<file path="config.mk">
export PLATFORM = sky130hd
export DESIGN_NAME = keypad_scanner
export DESIGN_NICKNAME = d
export VERILOG_FILES = /design/src/rtl/keypad_scanner.sv
export SDC_FILE = /design/constraint.sdc
export NUM_CORES = 1
export LEC_CHECK = 0
export CORE_MARGIN = 1
export CORE_UTILIZATION = 61
export CTS_CLUSTER_DIAMETER = 40
export DETAILED_ROUTE_END_ITERATION = 8
export GPL_ROUTABILITY_DRIVEN = 0
export PLACE_DENSITY = 0.83
export SLEW_MARGIN = 0
export SYNTH_ARGS = -nofsm -noshare
export SYNTH_HDL_FRONTEND = slang
export SYNTH_SLANG_ARGS = --single-unit
</file>
<file path="constraint.sdc">
create_clock -name clk -period 5.6 [get_ports clk]
set_input_delay 0.84 -clock clk [delete_from_list [all_inputs] [get_ports clk]]
set_output_delay 0.84 -clock clk [all_outputs]
set_load 0.1 [all_outputs]
</file>
<file path="src/rtl/keypad_scanner.sv">
// rtl/keypad_scanner.sv - 4x3 matrix keypad scanner with debounce and one-shot key code output
module keypad_scanner #(
  parameter int SCAN_DIV = 1000,
  parameter int DEBOUNCE = 4
) (
  input  logic       clk,
  input  logic       rst,
  input  logic [2:0] col_n,
  output logic [3:0] row_n,
  output logic [3:0] invalue,
  output logic       key_valid
);

  localparam int DW = $clog2(SCAN_DIV);
  localparam int CW = $clog2(DEBOUNCE + 1);
  localparam logic [DW-1:0] DIV_LAST = DW'(SCAN_DIV - 1);
  localparam logic [CW-1:0] CNT_LAST = CW'(DEBOUNCE - 1);
  localparam logic [3:0]    NO_CMD   = 4'd13;

  typedef enum logic [1:0] {ST_SCAN, ST_DEBOUNCE, ST_EMIT, ST_RELEASE} state_t;

  state_t          state, state_d;
  logic [2:0]      col_meta, col_sync;
  logic [DW-1:0]   div;
  logic [1:0]      row_idx, row_d;
  logic [1:0]      lat_col, lat_d;
  logic [CW-1:0]   stable_cnt, stable_d;
  logic [CW-1:0]   rel_cnt, rel_d;
  logic            tick;
  logic            one_low;
  logic [1:0]      col_idx;
  logic            latched_alone;

  function automatic logic [3:0] key_code(input logic [1:0] r, input logic [1:0] c);
    if (r == 2'd3) begin
      case (c)
        2'd0:    return 4'd11;
        2'd1:    return 4'd0;
        default: return 4'd10;
      endcase
    end
    return ({2'b00, r} * 4'd3) + {2'b00, c} + 4'd1;
  endfunction

  assign tick  = (div == DIV_LAST);
  assign row_n = ~(4'b0001 << row_idx);

  always_comb begin
    one_low = 1'b1;
    col_idx = 2'd0;
    case (col_sync)
      3'b110:  col_idx = 2'd0;
      3'b101:  col_idx = 2'd1;
      3'b011:  col_idx = 2'd2;
      default: one_low = 1'b0;
    endcase
  end

  assign latched_alone = (col_sync == ~(3'b001 << lat_col));

  always_comb begin
    state_d  = state;
    row_d    = row_idx;
    lat_d    = lat_col;
    stable_d = stable_cnt;
    rel_d    = rel_cnt;
    case (state)
      ST_SCAN: if (tick) begin
        // Multi-column patterns are ghosting and are treated like no press.
        if (one_low) begin
          lat_d    = col_idx;
          stable_d = '0;
          state_d  = ST_DEBOUNCE;
        end else begin
          row_d = row_idx + 2'd1;
        end
      end
      ST_DEBOUNCE: if (tick) begin
        if (latched_alone) begin
          stable_d = stable_cnt + CW'(1);
          if (stable_cnt == CNT_LAST) state_d = ST_EMIT;
        end else begin
          stable_d = '0;
          row_d    = row_idx + 2'd1;
          state_d  = ST_SCAN;
        end
      end
      ST_EMIT: begin
        rel_d   = '0;
        state_d = ST_RELEASE;
      end
      ST_RELEASE: if (tick) begin
        if (col_sync == 3'b111) begin
          rel_d = rel_cnt + CW'(1);
          if (rel_cnt == CNT_LAST) begin
            row_d   = row_idx + 2'd1;
            state_d = ST_SCAN;
          end
        end else begin
          rel_d = '0;
        end
      end
      default: state_d = ST_SCAN;
    endcase
  end

  always_ff @(posedge clk or negedge rst) begin
    if (!rst) begin
      col_meta   <= 3'b111;
      col_sync   <= 3'b111;
      div        <= '0;
      state      <= ST_SCAN;
      row_idx    <= 2'd0;
      lat_col    <= 2'd0;
      stable_cnt <= '0;
      rel_cnt    <= '0;
      invalue    <= NO_CMD;
      key_valid  <= 1'b0;
    end else begin
      col_meta   <= col_n;
      col_sync   <= col_meta;
      div        <= tick ? '0 : div + DW'(1);
      state      <= state_d;
      row_idx    <= row_d;
      lat_col    <= lat_d;
      stable_cnt <= stable_d;
      rel_cnt    <= rel_d;
      // Outputs are registered so the code is present exactly while in EMIT.
      if (state_d == ST_EMIT) begin
        invalue   <= key_code(row_idx, lat_col);
        key_valid <= 1'b1;
      end else begin
        invalue   <= NO_CMD;
        key_valid <= 1'b0;
      end
    end
  end

endmodule

</file>
==> summary.md, run 1 <==
| Metric | Value |
|---|---|
| Status | `complete, no violations` |
| DIE HEIGHT | `55.7 um` |
| Largest clock skew in the final design | `9.89 ps` |
| Ranking of synthesized cells by instance count | `dfrtp_1, o21ai_0, inv_1` |
| Number of flops mapped to enable cells by yosys | `0` |
| Worst slew margin | `0.340` |
| Capturing point of the worst reg2reg path | `row_idx[1]$_DFFE_PN0P_` |
| Register-to-Register Path Depth | `7` |
| Final Hold Fails | `0` |
| Core region area | `2760 um^2` |
| Static leakage | `about 0.0009 uW` |
| Flip-flop cell with the highest count after synthesis | `dfrtp_1` |
| Post-detail-place hpwl | `between 1500 and 2000 um` |
| Initial Utilization | `0.639` |
| Setup-violating endpoint count in the final report | `0` |
| Maximum clock path buffer count | `2` |
| Synth Cell Area | `roughly 1800 um^2` |
| Number of buffers inserted during clock tree synthesis | `5` |
| Unique masters post-synth | `43` |
| Number of sinks driven by the clock tree | `33` |
| Proportion of layout cells with a drive suffix above 1 | `0.189` |
| First-pass GRT wire length | `4910 um` |
| Final routed wirelength across all metal layers | `approximately 2700 um` |
| Min Clock Period, post-route | `3160 ps` |
| DR WL/cell | `13.0 um` |
| Placement-stage cell area | `about 1900 um^2` |
| Buffers inserted during post-CTS setup optimization | `0` |
| Launching element type of the critical path | `flip-flop` |
| Number of top-level design ports | `14` |
| Hold-fix buffers at CTS | `0` |
| Area delta synth->final | `12.6%` |
| Most frequent cell after synthesis | `dfrtp_1` |
| Maximum fanout encountered on the critical timing path | `5` |
| Total Die Area | `3110 um^2` |
| Worst path arrival time | `roughly 2300 ps` |
| Largest area contributor in the netlist | `dfrtp_1` |
| Highest ir drop seen on vdd | `0.180 mV` |
| Unrepaired setup endpoints after global routing | `no` |
| Aggregate global routing overflow | `0` |
| Post-Syn Nets | `175` |
| Avg Vias per Cell | `5.69` |
| Non-filler cells, final | `a little over 200` |
| Required time of the critical path | `4760 ps` |
| Category of the most critical setup path | `flip-flop to primary output` |
| Fin. max-slew vios | `0` |
| Proportion of synthesized flip-flops having asynchronous set or reset | `1.00` |
| Syn avg cell area | `11.3 um^2` |
| Seq cells post-synth | `33` |
| Dominant cells by area after synthesis | `dfrtp_1, dfstp_2, ha_1` |
| Number of violations reported at the end of detailed-routing iteration 0 | `27` |
| Clock-pin transition on the worst setup and hold timing paths | `90 ps` |
| Global-route usage over all layers | `0.207` |
| H-Tree Level Count | `2` |
| Number of global-route vias before repair | `approximately 1100` |
| Final antenna diode count | `0` |
| Hold path endpoint | `col_sync[1]$_DFF_PN1_` |
| Hold Path Origin | `col_meta[1]$_DFF_PN1_` |
| Top-area cell type share of the netlist area | `0.341` |
| Via Count | `1172` |
| Clk_lat worst skew | `330 ps` |
| Warning count from the yosys run | `0` |
| Synth Instances | `156` |
| Gates resized, CTS repair | `0` |
| Slew at the pin closest to its max-slew limit | `987 ps` |
| Number of nets in the layout | `193` |
| Number of antenna violations at the first check in global routing | `0` |
| Antenna viol nets, final | `0` |
| Inst Count DP | `198` |
| Sum of negative setup slack | `0 ps` |
| Placement row count | `19` |
| F_max | `0.317 GHz` |
| Die width | `55.7 um` |
| Hold-critical path depth | `0` |
| Worst hold path class | `flip-flop to flip-flop` |
| Count of TritonRoute iterations in the first routing pass | `5` |
| Largest net degree at the start of global routing | `34` |
| Total power divided by cell area | `between 200 and 250 nW/um^2` |
| Port bufs | `13` |
| Drt drc | `0` |
| Worst r2r src | `div[0]$_DFF_PN0_` |
| Filler Cell Count | `184` |
| Max-cap violations | `0` |
| Final clock period utilization by the worst path | `0.564` |
| Clock root buffer master | `clkbuf_4` |
| TritonCTS clock tree | `done` |
| Seq/Total Area, Yosys | `0.475` |
| Reg-to-reg slack, setup | `~3500 ps` |
| Post-layout instance area | `roughly 2000 um^2` |
| Crit. End Element | `primary output` |
-- stage by stage --
step	total power [uW]	hold WS (ps)	utilization	worst slack, ps
2_1_floorplan	254	345	-	3460
3_3_place_gp	262	346	0.694	2860
3_5_place_dp	262	347	0.694	2790
4_1_cts	412	361	0.720	2420
5_1_grt	423	363	0.720	2360
6_report	407	360	0.720	2440
-- worst max-delay path: stages, from the launching register on --
cell             delay (ps)
dfrtp_1                 460
inv_1                   120
ha_1                    210
inv_1                    60
clkdlybuf4s50_1        1140
-- routing by layer --
metal  vias to the layer above  wire length, um  part of all wire  GRT usage
met5                         -                0                 0          0
met4                         0               41             0.015     0.0857
met3                         7               99             0.037     0.0558
met2                        21             1310              0.49      0.329
met1                       567             1230              0.46      0.269
li1                        577                -                 -          -
-- sequential cells by signal (all words and copies together), names as in the netlist --
| register | flops |
|---|---|
| div | 10 |
| invalue | 4 |
| col_meta | 3 |
| col_sync | 3 |
| rel_cnt | 3 |
| stable_cnt | 3 |
| lat_col | 2 |
| row_idx | 2 |
| state | 2 |
| key_valid | 1 |
-- layout by cell type, fill, tap and decap left out, types with 2 or more instances in the layout --
cell type        Yosys  final
nor2_1               6      6
dfrtp_1             24     24
clkbuf_8             0      2
and2_1               3      3
buf_4                2      2
fa_1                 2      2
a211oi_1             2      2
xnor2_1              4      4
and3_2               2      2
o21ai_0             16     16
xor2_1               5      5
clkdlybuf4s50_1      0     13
dfstp_2              9      9
nor3_1               4      4
nand3_1              6      6
ha_1                12     12
clkbuf_4             0      5
a2111oi_4            2      2
and4_1               2      2
nand2_1             12     12
inv_1               15     15
a21oi_1              3      3
and3_1               2      2
-- cells by family after synthesis --
logic type / count (synthesis) / share of synthesized area
adder cells (fa/ha/maj): 14 / 0.108
AO/OA/AOI/OAI: 32 / 0.140
buffers and inverters: 19 / 0.0497
multiplexers: 2 / 0.0149
AND/OR/NAND/NOR: 47 / 0.168
flip-flops: 33 / 0.475
XOR/XNOR: 9 / 0.0447
-- how the worst max path moves through the flow --
stage                                      start       end  slack [ps]  depth (start not counted)
after global routing      row_idx[0]$_DFFE_PN0P_  row_n[2]        2360                          4
final                     row_idx[0]$_DFFE_PN0P_  row_n[2]        2440                          4
after floorplan           row_idx[0]$_DFFE_PN0P_  row_n[3]        3460                          2
after global placement    row_idx[0]$_DFFE_PN0P_  row_n[3]        2860                          3
after CTS                 row_idx[0]$_DFFE_PN0P_  row_n[2]        2420                          4
after detailed placement  row_idx[0]$_DFFE_PN0P_  row_n[2]        2790                          4
-- report_power, final --
group	total, uW	internal [uW]	switching, uW	leakage [uW]
sequential	245	242	2.40	0.000416
combinational	13.2	5.51	7.71	0.000419
clock	149	72.7	76.6	0.0000413
total	407	320	86.7	0.000876
-- layout make-up --
class	count	area, um^2	share of cell area
clock inverters	1	5.00	0.00252
repair buffers	15	145	0.0731
inverters	15	56.3	0.0284
well taps	31	38.8	0.0195
clock buffers	7	65.1	0.0328
flip-flops and latches	33	837	0.422
multi-input cells	104	837	0.422
Power figures use the tool's default switching activity.
==> run 2, diff against run 1 <==
--- a/config.mk
+++ b/config.mk
@@ -6,11 +6,11 @@
 export NUM_CORES = 1
 export LEC_CHECK = 0
 export CORE_MARGIN = 1
-export CORE_UTILIZATION = 61
+export CORE_UTILIZATION = 51
 export CTS_CLUSTER_DIAMETER = 40
 export DETAILED_ROUTE_END_ITERATION = 8
 export GPL_ROUTABILITY_DRIVEN = 0
-export PLACE_DENSITY = 0.83
+export PLACE_DENSITY = 0.74
 export SLEW_MARGIN = 0
 export SYNTH_ARGS = -nofsm -noshare
 export SYNTH_HDL_FRONTEND = slang
==> constraint.sdc (replaced) <==
create_clock -name clk -period 2.59 [get_ports clk]
set_input_delay 0.3885 -clock clk [delete_from_list [all_inputs] [get_ports clk]]
set_output_delay 0.3885 -clock clk [all_outputs]
set_load 0.1 [all_outputs]
==> run 2 against run 1 <==
  * Global-route usage fell by 1.3 points
  * Sequential power rose by 120%
  * First-iteration DRC count rose by 110%
  * Highest routed layer unchanged
  * Combinational power rose by 120%
  * Worst setup slack got worse by 2000 ps
  * Largest power group unchanged
  * Sequential share of layout area rose by 0.38 points
  * Cell area fell by 0.88%
  * Register-to-register slack got worse by 3000 ps
  * Critical path type is now flip-flop to flip-flop
==> summary.md, run 2 (synthesized netlist as in run 1, its figures left out) <==
| Metric | Value |
|---|---|
| Hold-critical path depth | `0 (unchanged)` |
| Launching element type of the critical path | `flip-flop (unchanged)` |
| Global-route usage over all layers | `0.193 (was 0.207)` |
| Number of violations reported at the end of detailed-routing iteration 0 | `58 (was 27)` |
| Avg Vias per Cell | `5.33 (was 5.69)` |
| Hold-fix buffers at CTS | `0 (unchanged)` |
| Number of nets in the layout | `193 (unchanged)` |
| Regs by FF count | `div (10), invalue (4) (unchanged)` |
| Final antenna diode count | `0 (unchanged)` |
| Number of global-route vias before repair | `1168 (was 1135)` |
| Largest register by flop count | `div (unchanged)` |
| Placement-stage cell area | `1910 um^2 (about the same)` |
| Clock root buffer master | `clkbuf_4 (unchanged)` |
| Sum of negative setup slack | `0 ps (unchanged)` |
| Total Die Area | `3690 um^2 (was 3110 um^2)` |
| Gates resized, CTS repair | `0 (unchanged)` |
| Largest net degree at the start of global routing | `34 (unchanged)` |
| Post-detail-place hpwl | `2200 um (was 1970 um)` |
| Fin. max-slew vios | `0 (unchanged)` |
| Status | `complete, no violations (unchanged)` |
| Reg-to-reg slack, setup | `440 ps (was 3480 ps)` |
| Largest clock skew in the final design | `8.36 ps (was 9.89 ps)` |
| Final Hold Fails | `0 (unchanged)` |
| Antenna viol nets, final | `0 (unchanged)` |
| Worst r2r src | `div[0]$_DFF_PN0_ (unchanged)` |
| Number of top-level design ports | `14 (unchanged)` |
| Worst-path cell with the longest stage delay | `nor4_2 (was clkdlybuf4s50_1)` |
| Number of sinks driven by the clock tree | `33 (unchanged)` |
| Post-layout instance area | `1970 um^2 (was 1980 um^2)` |
| Max-cap violations | `0 (unchanged)` |
| Number of antenna violations at the first check in global routing | `0 (unchanged)` |
| Proportion of layout cells with a drive suffix above 1 | `0.229 (was 0.189)` |
| Buffers inserted during post-CTS setup optimization | `0 (unchanged)` |
| Capturing point of the worst reg2reg path | `stable_cnt[1]$_DFFE_PN0P_ (was row_idx[1]$_DFFE_PN0P_)` |
| Count of TritonRoute iterations in the first routing pass | `4 (was 5)` |
| Clk_lat worst skew | `330 ps (about the same)` |
| Maximum clock path buffer count | `2 (unchanged)` |
| Initial Utilization | `0.559 (was 0.639)` |
| DIE HEIGHT | `60.8 um (was 55.7 um)` |
| DR WL/cell | `13.4 um (was 13.0 um)` |
| Required time of the critical path | `2810 ps (was 4760 ps)` |
| Aggregate global routing overflow | `0 (unchanged)` |
| Commonest non-fill, non-tap cells in the layout | `dfrtp_1, o21ai_0, inv_1 (unchanged)` |
| Filler Cell Count | `291 (was 184)` |
| Final routed wirelength across all metal layers | `2930 um (was 2680 um)` |
| F_max | `0.464 GHz` |
| Hold Path Origin | `col_meta[1]$_DFF_PN1_ (unchanged)` |
| Cell family contributing the most delay on the critical path | `simple AND/OR/NAND/NOR gates (was buffers and inverters)` |
| TritonCTS clock tree | `done (unchanged)` |
| H-Tree Level Count | `2 (unchanged)` |
| Buffers plus inverters on the worst setup path | `0 (was 3)` |
| Ordered cell list for the critical path | `ha_1 -> nand4b_4 -> nor4_2 -> a21boi_0 -> and2b_1 -> o21ai_0 (was inv_1 -> ha_1 -> inv_1 -> clkdlybuf4s50_1)` |
| Unrepaired setup endpoints after global routing | `no (unchanged)` |
| Static leakage | `0.000871 uW (was 0.000876 uW)` |
| Port bufs | `13 (unchanged)` |
| Via Count | `1167 (was 1172)` |
| Hold path endpoint | `col_sync[1]$_DFF_PN1_ (unchanged)` |
| Commonest non-fill, non-tap cell in the layout | `dfrtp_1 (unchanged)` |
| Worst path arrival time | `2380 ps (was 2320 ps)` |
| Final clock period utilization by the worst path | `0.832` |
| Final Util | `0.624 (was 0.720)` |
| Register-to-Register Path Depth | `6 (was 7)` |
| Crit-path max cell delay | `480 ps (was 1140 ps)` |
| Number of buffers inserted during clock tree synthesis | `5 (unchanged)` |
| Drt drc | `0 (unchanged)` |
| Crit. End Element | `flip-flop (was primary output)` |
| Slew at the pin closest to its max-slew limit | `525 ps (was 987 ps)` |
| Clock-pin transition on the worst setup and hold timing paths | `100 ps (was 90 ps)` |
| Placement row count | `20 (was 19)` |
| Total power divided by cell area | `436 nW/um^2 (was 205 nW/um^2)` |
| Maximum fanout encountered on the critical timing path | `4 (was 5)` |
| Min Clock Period, post-route | `between 2000 and 2500 ps` |
| Highest ir drop seen on vdd | `0.282 mV (was 0.180 mV)` |
| Core region area | `3150 um^2 (was 2760 um^2)` |
| Worst slew margin | `0.647 (was 0.340)` |
| Setup-violating endpoint count in the final report | `0 (unchanged)` |
| Largest register FFs | `10 (unchanged)` |
| Category of the most critical setup path | `flip-flop to flip-flop (was flip-flop to primary output)` |
| Hold slack | `362 ps (was 360 ps)` |
| Die width | `60.8 um (was 55.7 um)` |
| First-pass GRT wire length | `5110 um (was 4910 um)` |
| Worst hold path class | `flip-flop to flip-flop (unchanged)` |
| Area delta synth->final | `11.6% (was 12.6%)` |
run 2: area by class of cell:
class,instances,area [um^2],area share
Tap cell,44,55.1,0.0280
Clock buffer,8,58.8,0.0299
Timing Repair Buffer,15,123,0.0623
Multi-Input combinational cell,104,837,0.426
Sequential cell,33,837,0.426
Inverter,15,56.3,0.0286
run 2: through the flow:
step           cells  setup WS, ps  total power, uW
3_5_place_dp     211           448              568
6_report         219           436              858
3_3_place_gp     211           520              567
4_1_cts          219           411              870
2_1_floorplan    156           648              548
5_1_grt          219           284              894
run 2: layer usage:
layer  up-vias  GRT usage  part of all wire
li1        572          -                 -
met1       571      0.226              0.44
met2        17      0.322              0.51
met3         7     0.0640             0.036
met4         0     0.0877             0.017
met5         -          0                 0
run 2: worst max path at each step:
stage / depth (start not counted) / to / slack [ps] / from
after floorplan: 7 / row_idx[1]$_DFFE_PN0P_ / 650 / div[0]$_DFF_PN0_
after global placement: 6 / row_idx[1]$_DFFE_PN0P_ / 520 / div[0]$_DFF_PN0_
after detailed placement: 6 / stable_cnt[1]$_DFFE_PN0P_ / 450 / div[0]$_DFF_PN0_
after CTS: 6 / stable_cnt[1]$_DFFE_PN0P_ / 410 / div[0]$_DFF_PN0_
after global routing: 6 / stable_cnt[1]$_DFFE_PN0P_ / 280 / div[0]$_DFF_PN0_
final: 6 / stable_cnt[1]$_DFFE_PN0P_ / 440 / div[0]$_DFF_PN0_
run 2: report_power, final:
part | switching [uW] | total [uW] | internal, uW
sequential | 5.14 | 529 | 524
clock | 166 | 300 | 134
combinational | 16.5 | 28.4 | 11.9
total | 188 | 858 | 670
==> run 3, diff against run 2 <==
==> constraint.sdc (replaced) <==
create_clock -name clk -period 1.74 [get_ports clk]
set_input_delay 0.261 -clock clk [delete_from_list [all_inputs] [get_ports clk]]
set_output_delay 0.261 -clock clk [all_outputs]
set_load 0.1 [all_outputs]
==> run 3 against run 2 <==
  * The run now ends with setup timing left
  * Cell area up 22%
  * Worst setup slack worse by 590 ps
  * Fmax up 14%
  * Critical path depth down 1
  * Worst hold slack worse by 49 ps
  * Wire length up 23%
  * Die area unchanged
  * Critical endpoint is now invalue[1]$_DFF_PN0_
==> summary.md, run 3 (synthesized netlist as in run 1, its figures left out) <==
| Metric | Value |
|---|---|
| Avg Vias per Cell | `5.29 (was 5.33)` |
| Status | `finished, violations left (was complete, no violations)` |
| Crit. End Element | `flip-flop (unchanged)` |
| Area delta synth->final | `36.2% (was 11.6%)` |
| Initial Utilization | `0.559 (unchanged)` |
| Placement row count | `20 (unchanged)` |
| H-Tree Level Count | `2 (unchanged)` |
| Required time of the critical path | `1970 ps (was 2810 ps)` |
| Clock root buffer master | `clkbuf_4 (unchanged)` |
| TritonCTS clock tree | `done (unchanged)` |
| Largest clock skew in the final design | `10.1 ps (was 8.36 ps)` |
| Post-layout instance area | `2400 um^2 (was 1970 um^2)` |
| Worst r2r src | `row_idx[0]$_DFFE_PN0P_ (was div[0]$_DFF_PN0_)` |
| CP Launch Point | `row_idx[0]$_DFFE_PN0P_ (was div[0]$_DFF_PN0_)` |
| Clk_lat worst skew | `340 ps (was 330 ps)` |
| Maximum fanout encountered on the critical timing path | `2 (was 4)` |
| Number of antenna violations at the first check in global routing | `0 (unchanged)` |
| Global-route usage over all layers | `0.234 (was 0.193)` |
| Largest net degree at the start of global routing | `34 (unchanged)` |
| Aggregate global routing overflow | `0 (unchanged)` |
| Worst slack at placement | `-119 ps (was 448 ps)` |
| Crit-path max cell delay | `570 ps (was 480 ps)` |
| Number of buffers inserted during clock tree synthesis | `5 (unchanged)` |
| Failing checks | `setup timing` |
| Unrepaired setup endpoints after global routing | `yes (was no)` |
| DIE HEIGHT | `60.8 um (unchanged)` |
| DR WL/cell | `14.3 um (was 13.4 um)` |
| Filler Cell Count | `219 (was 291)` |
| Max-cap violations | `0 (unchanged)` |
| Largest register by flop count | `div (unchanged)` |
| Number of nets in the layout | `226 (was 193)` |
| Static leakage | `0.00110 uW (was 0.000871 uW)` |
| Worst hold path class | `primary input to async pin (was flip-flop to flip-flop)` |
| Sum of negative setup slack | `-384 ps (was 0 ps)` |
| Most heavily used metal layer in global routing | `met2 (unchanged)` |
| Number of violations reported at the end of detailed-routing iteration 0 | `74 (was 58)` |
| Commonest non-fill, non-tap cell in the layout | `buf_4 (was dfrtp_1)` |
| Largest register FFs | `10 (unchanged)` |
| Port bufs | `13 (unchanged)` |
| Proportion of layout cells with a drive suffix above 1 | `0.442 (was 0.229)` |
| F_max | `0.529 GHz (was 0.464 GHz)` |
| Worst slew margin | `0.722 (was 0.647)` |
| Final antenna diode count | `0 (unchanged)` |
| Fin. max-slew vios | `0 (unchanged)` |
| Total power divided by cell area | `537 nW/um^2 (was 436 nW/um^2)` |
| Number of top-level design ports | `14 (unchanged)` |
| Count of TritonRoute iterations in the first routing pass | `4 (unchanged)` |
| Regs by FF count | `div (10), invalue (4) (unchanged)` |
| Slew at the pin closest to its max-slew limit | `417 ps (was 525 ps)` |
| Category of the most critical setup path | `flip-flop to flip-flop (unchanged)` |
| Global-route met2 utilization | `0.375 (was 0.322)` |
| Commonest non-fill, non-tap cells in the layout | `buf_4, dfrtp_1, inv_1, nand2_1, ha_1 (was dfrtp_1, o21ai_0, inv_1)` |
| Met1 routing resource usage after global routing | `0.302 (was 0.226)` |
| Capturing point of the worst reg2reg path | `invalue[1]$_DFF_PN0_ (was stable_cnt[1]$_DFFE_PN0P_)` |
| Final Hold Fails | `0 (unchanged)` |
| Core region area | `3150 um^2 (unchanged)` |
| Final worst slack | `-151 ps (was 436 ps)` |
| Drt drc | `0 (unchanged)` |
| Worst-path cell with the longest stage delay | `fa_1 (was nor4_2)` |
| Die width | `60.8 um (unchanged)` |
| Final routed wirelength across all metal layers | `3610 um (was 2930 um)` |
| Register-to-Register Path Depth | `5 (was 6)` |
| Reg-to-reg slack, setup | `-150 ps (was 440 ps)` |
| Number of sinks driven by the clock tree | `33 (unchanged)` |
| Final Util | `0.761 (was 0.624)` |
| Final clock period utilization by the worst path | `1.09 (was 0.832)` |
| Number of global-route vias before repair | `1332 (was 1168)` |
| First-pass GRT wire length | `6120 um (was 5110 um)` |
| Total Die Area | `3690 um^2 (unchanged)` |
| Met3 usage in global routing | `0.0725 (was 0.0640)` |
| Worst path arrival time | `2120 ps (was 2380 ps)` |
| Overall power after layout | `1290 uW (was 858 uW)` |
| Post-detail-place hpwl | `2700 um (was 2200 um)` |
| Min Clock Period, post-route | `1890 ps (was 2150 ps)` |
| Launching element type of the critical path | `flip-flop (unchanged)` |
| Setup-violating endpoint count in the final report | `7 (was 0)` |
| Hold-fix buffers at CTS | `0 (unchanged)` |
| Ordered cell list for the critical path | `fa_1 -> inv_1 -> fa_2 -> a21oi_2 -> and2_1 (was ha_1 -> nand4b_4 -> nor4_2 -> a21boi_0 -> and2b_1 -> o21ai_0)` |
| Antenna viol nets, final | `0 (unchanged)` |
| Maximum clock path buffer count | `2 (unchanged)` |
| Via Count | `1332 (was 1167)` |
| Clock-pin transition on the worst setup and hold timing paths | `100 ps (about the same)` |
| Placement-stage cell area | `2240 um^2 (was 1910 um^2)` |
| Highest ir drop seen on vdd | `0.445 mV (was 0.282 mV)` |
run 3: what timing repair did:
action                                  4_1_cts  5_1_grt
gates resized for setup                      14       13
pin swaps                                     0        7
endpoints found under the setup margin       13       19
setup buffers                                 3        1
cloned                                        0        0
run 3: worst max path at each step:
stage,to,cells after the start
final,invalue[1]$_DFF_PN0_,5
after global routing,invalue[1]$_DFF_PN0_,5
after CTS,invalue[2]$_DFF_PN1_,5
after detailed placement,invalue[3]$_DFF_PN1_,5
after global placement,row_idx[1]$_DFFE_PN0P_,7
after floorplan,row_idx[1]$_DFFE_PN0P_,5
run 3: cell type report:
type | instances | area (um^2) | share of cell area
Clock buffer | 8 | 58.8 | 0.0245
Inverter | 15 | 56.3 | 0.0235
Timing Repair Buffer | 48 | 458 | 0.191
Tap cell | 44 | 55.1 | 0.0230
Sequential cell | 33 | 838 | 0.350
Multi-Input combinational cell | 104 | 932 | 0.389
run 3: layer usage:
layer  vias up  part of all wire  wire length, um
met2        26              0.49             1790
met3         8             0.033              121
met4         0             0.019               69
met5         -                 0                0
met1       656              0.45             1640
li1        642                 -                -
run 3: worst max-delay path: cells and delay by family (launching register included):
kind            cells  cell delay, ps
compound gates      1              60
fa+ha+maj           2            1120
buf+inv             1              60
flops               1             410
simple gates        1             150
run 3: power by group:
part | switching [uW] | leakage (uW) | internal, uW
logic | 30.2 | 0.000653 | 25.7
registers | 6.54 | 0.000414 | 780
clock network | 247 | 0.0000326 | 199
total | 284 | 0.00110 | 1000
run 3: metrics by stage:
stage / std cells / hold slack (ps)
2_1_floorplan: 156 / -34.6
3_3_place_gp: 240 / 347
3_5_place_dp: 240 / 348
4_1_cts: 251 / 316
5_1_grt: 252 / 309
6_report: 252 / 313
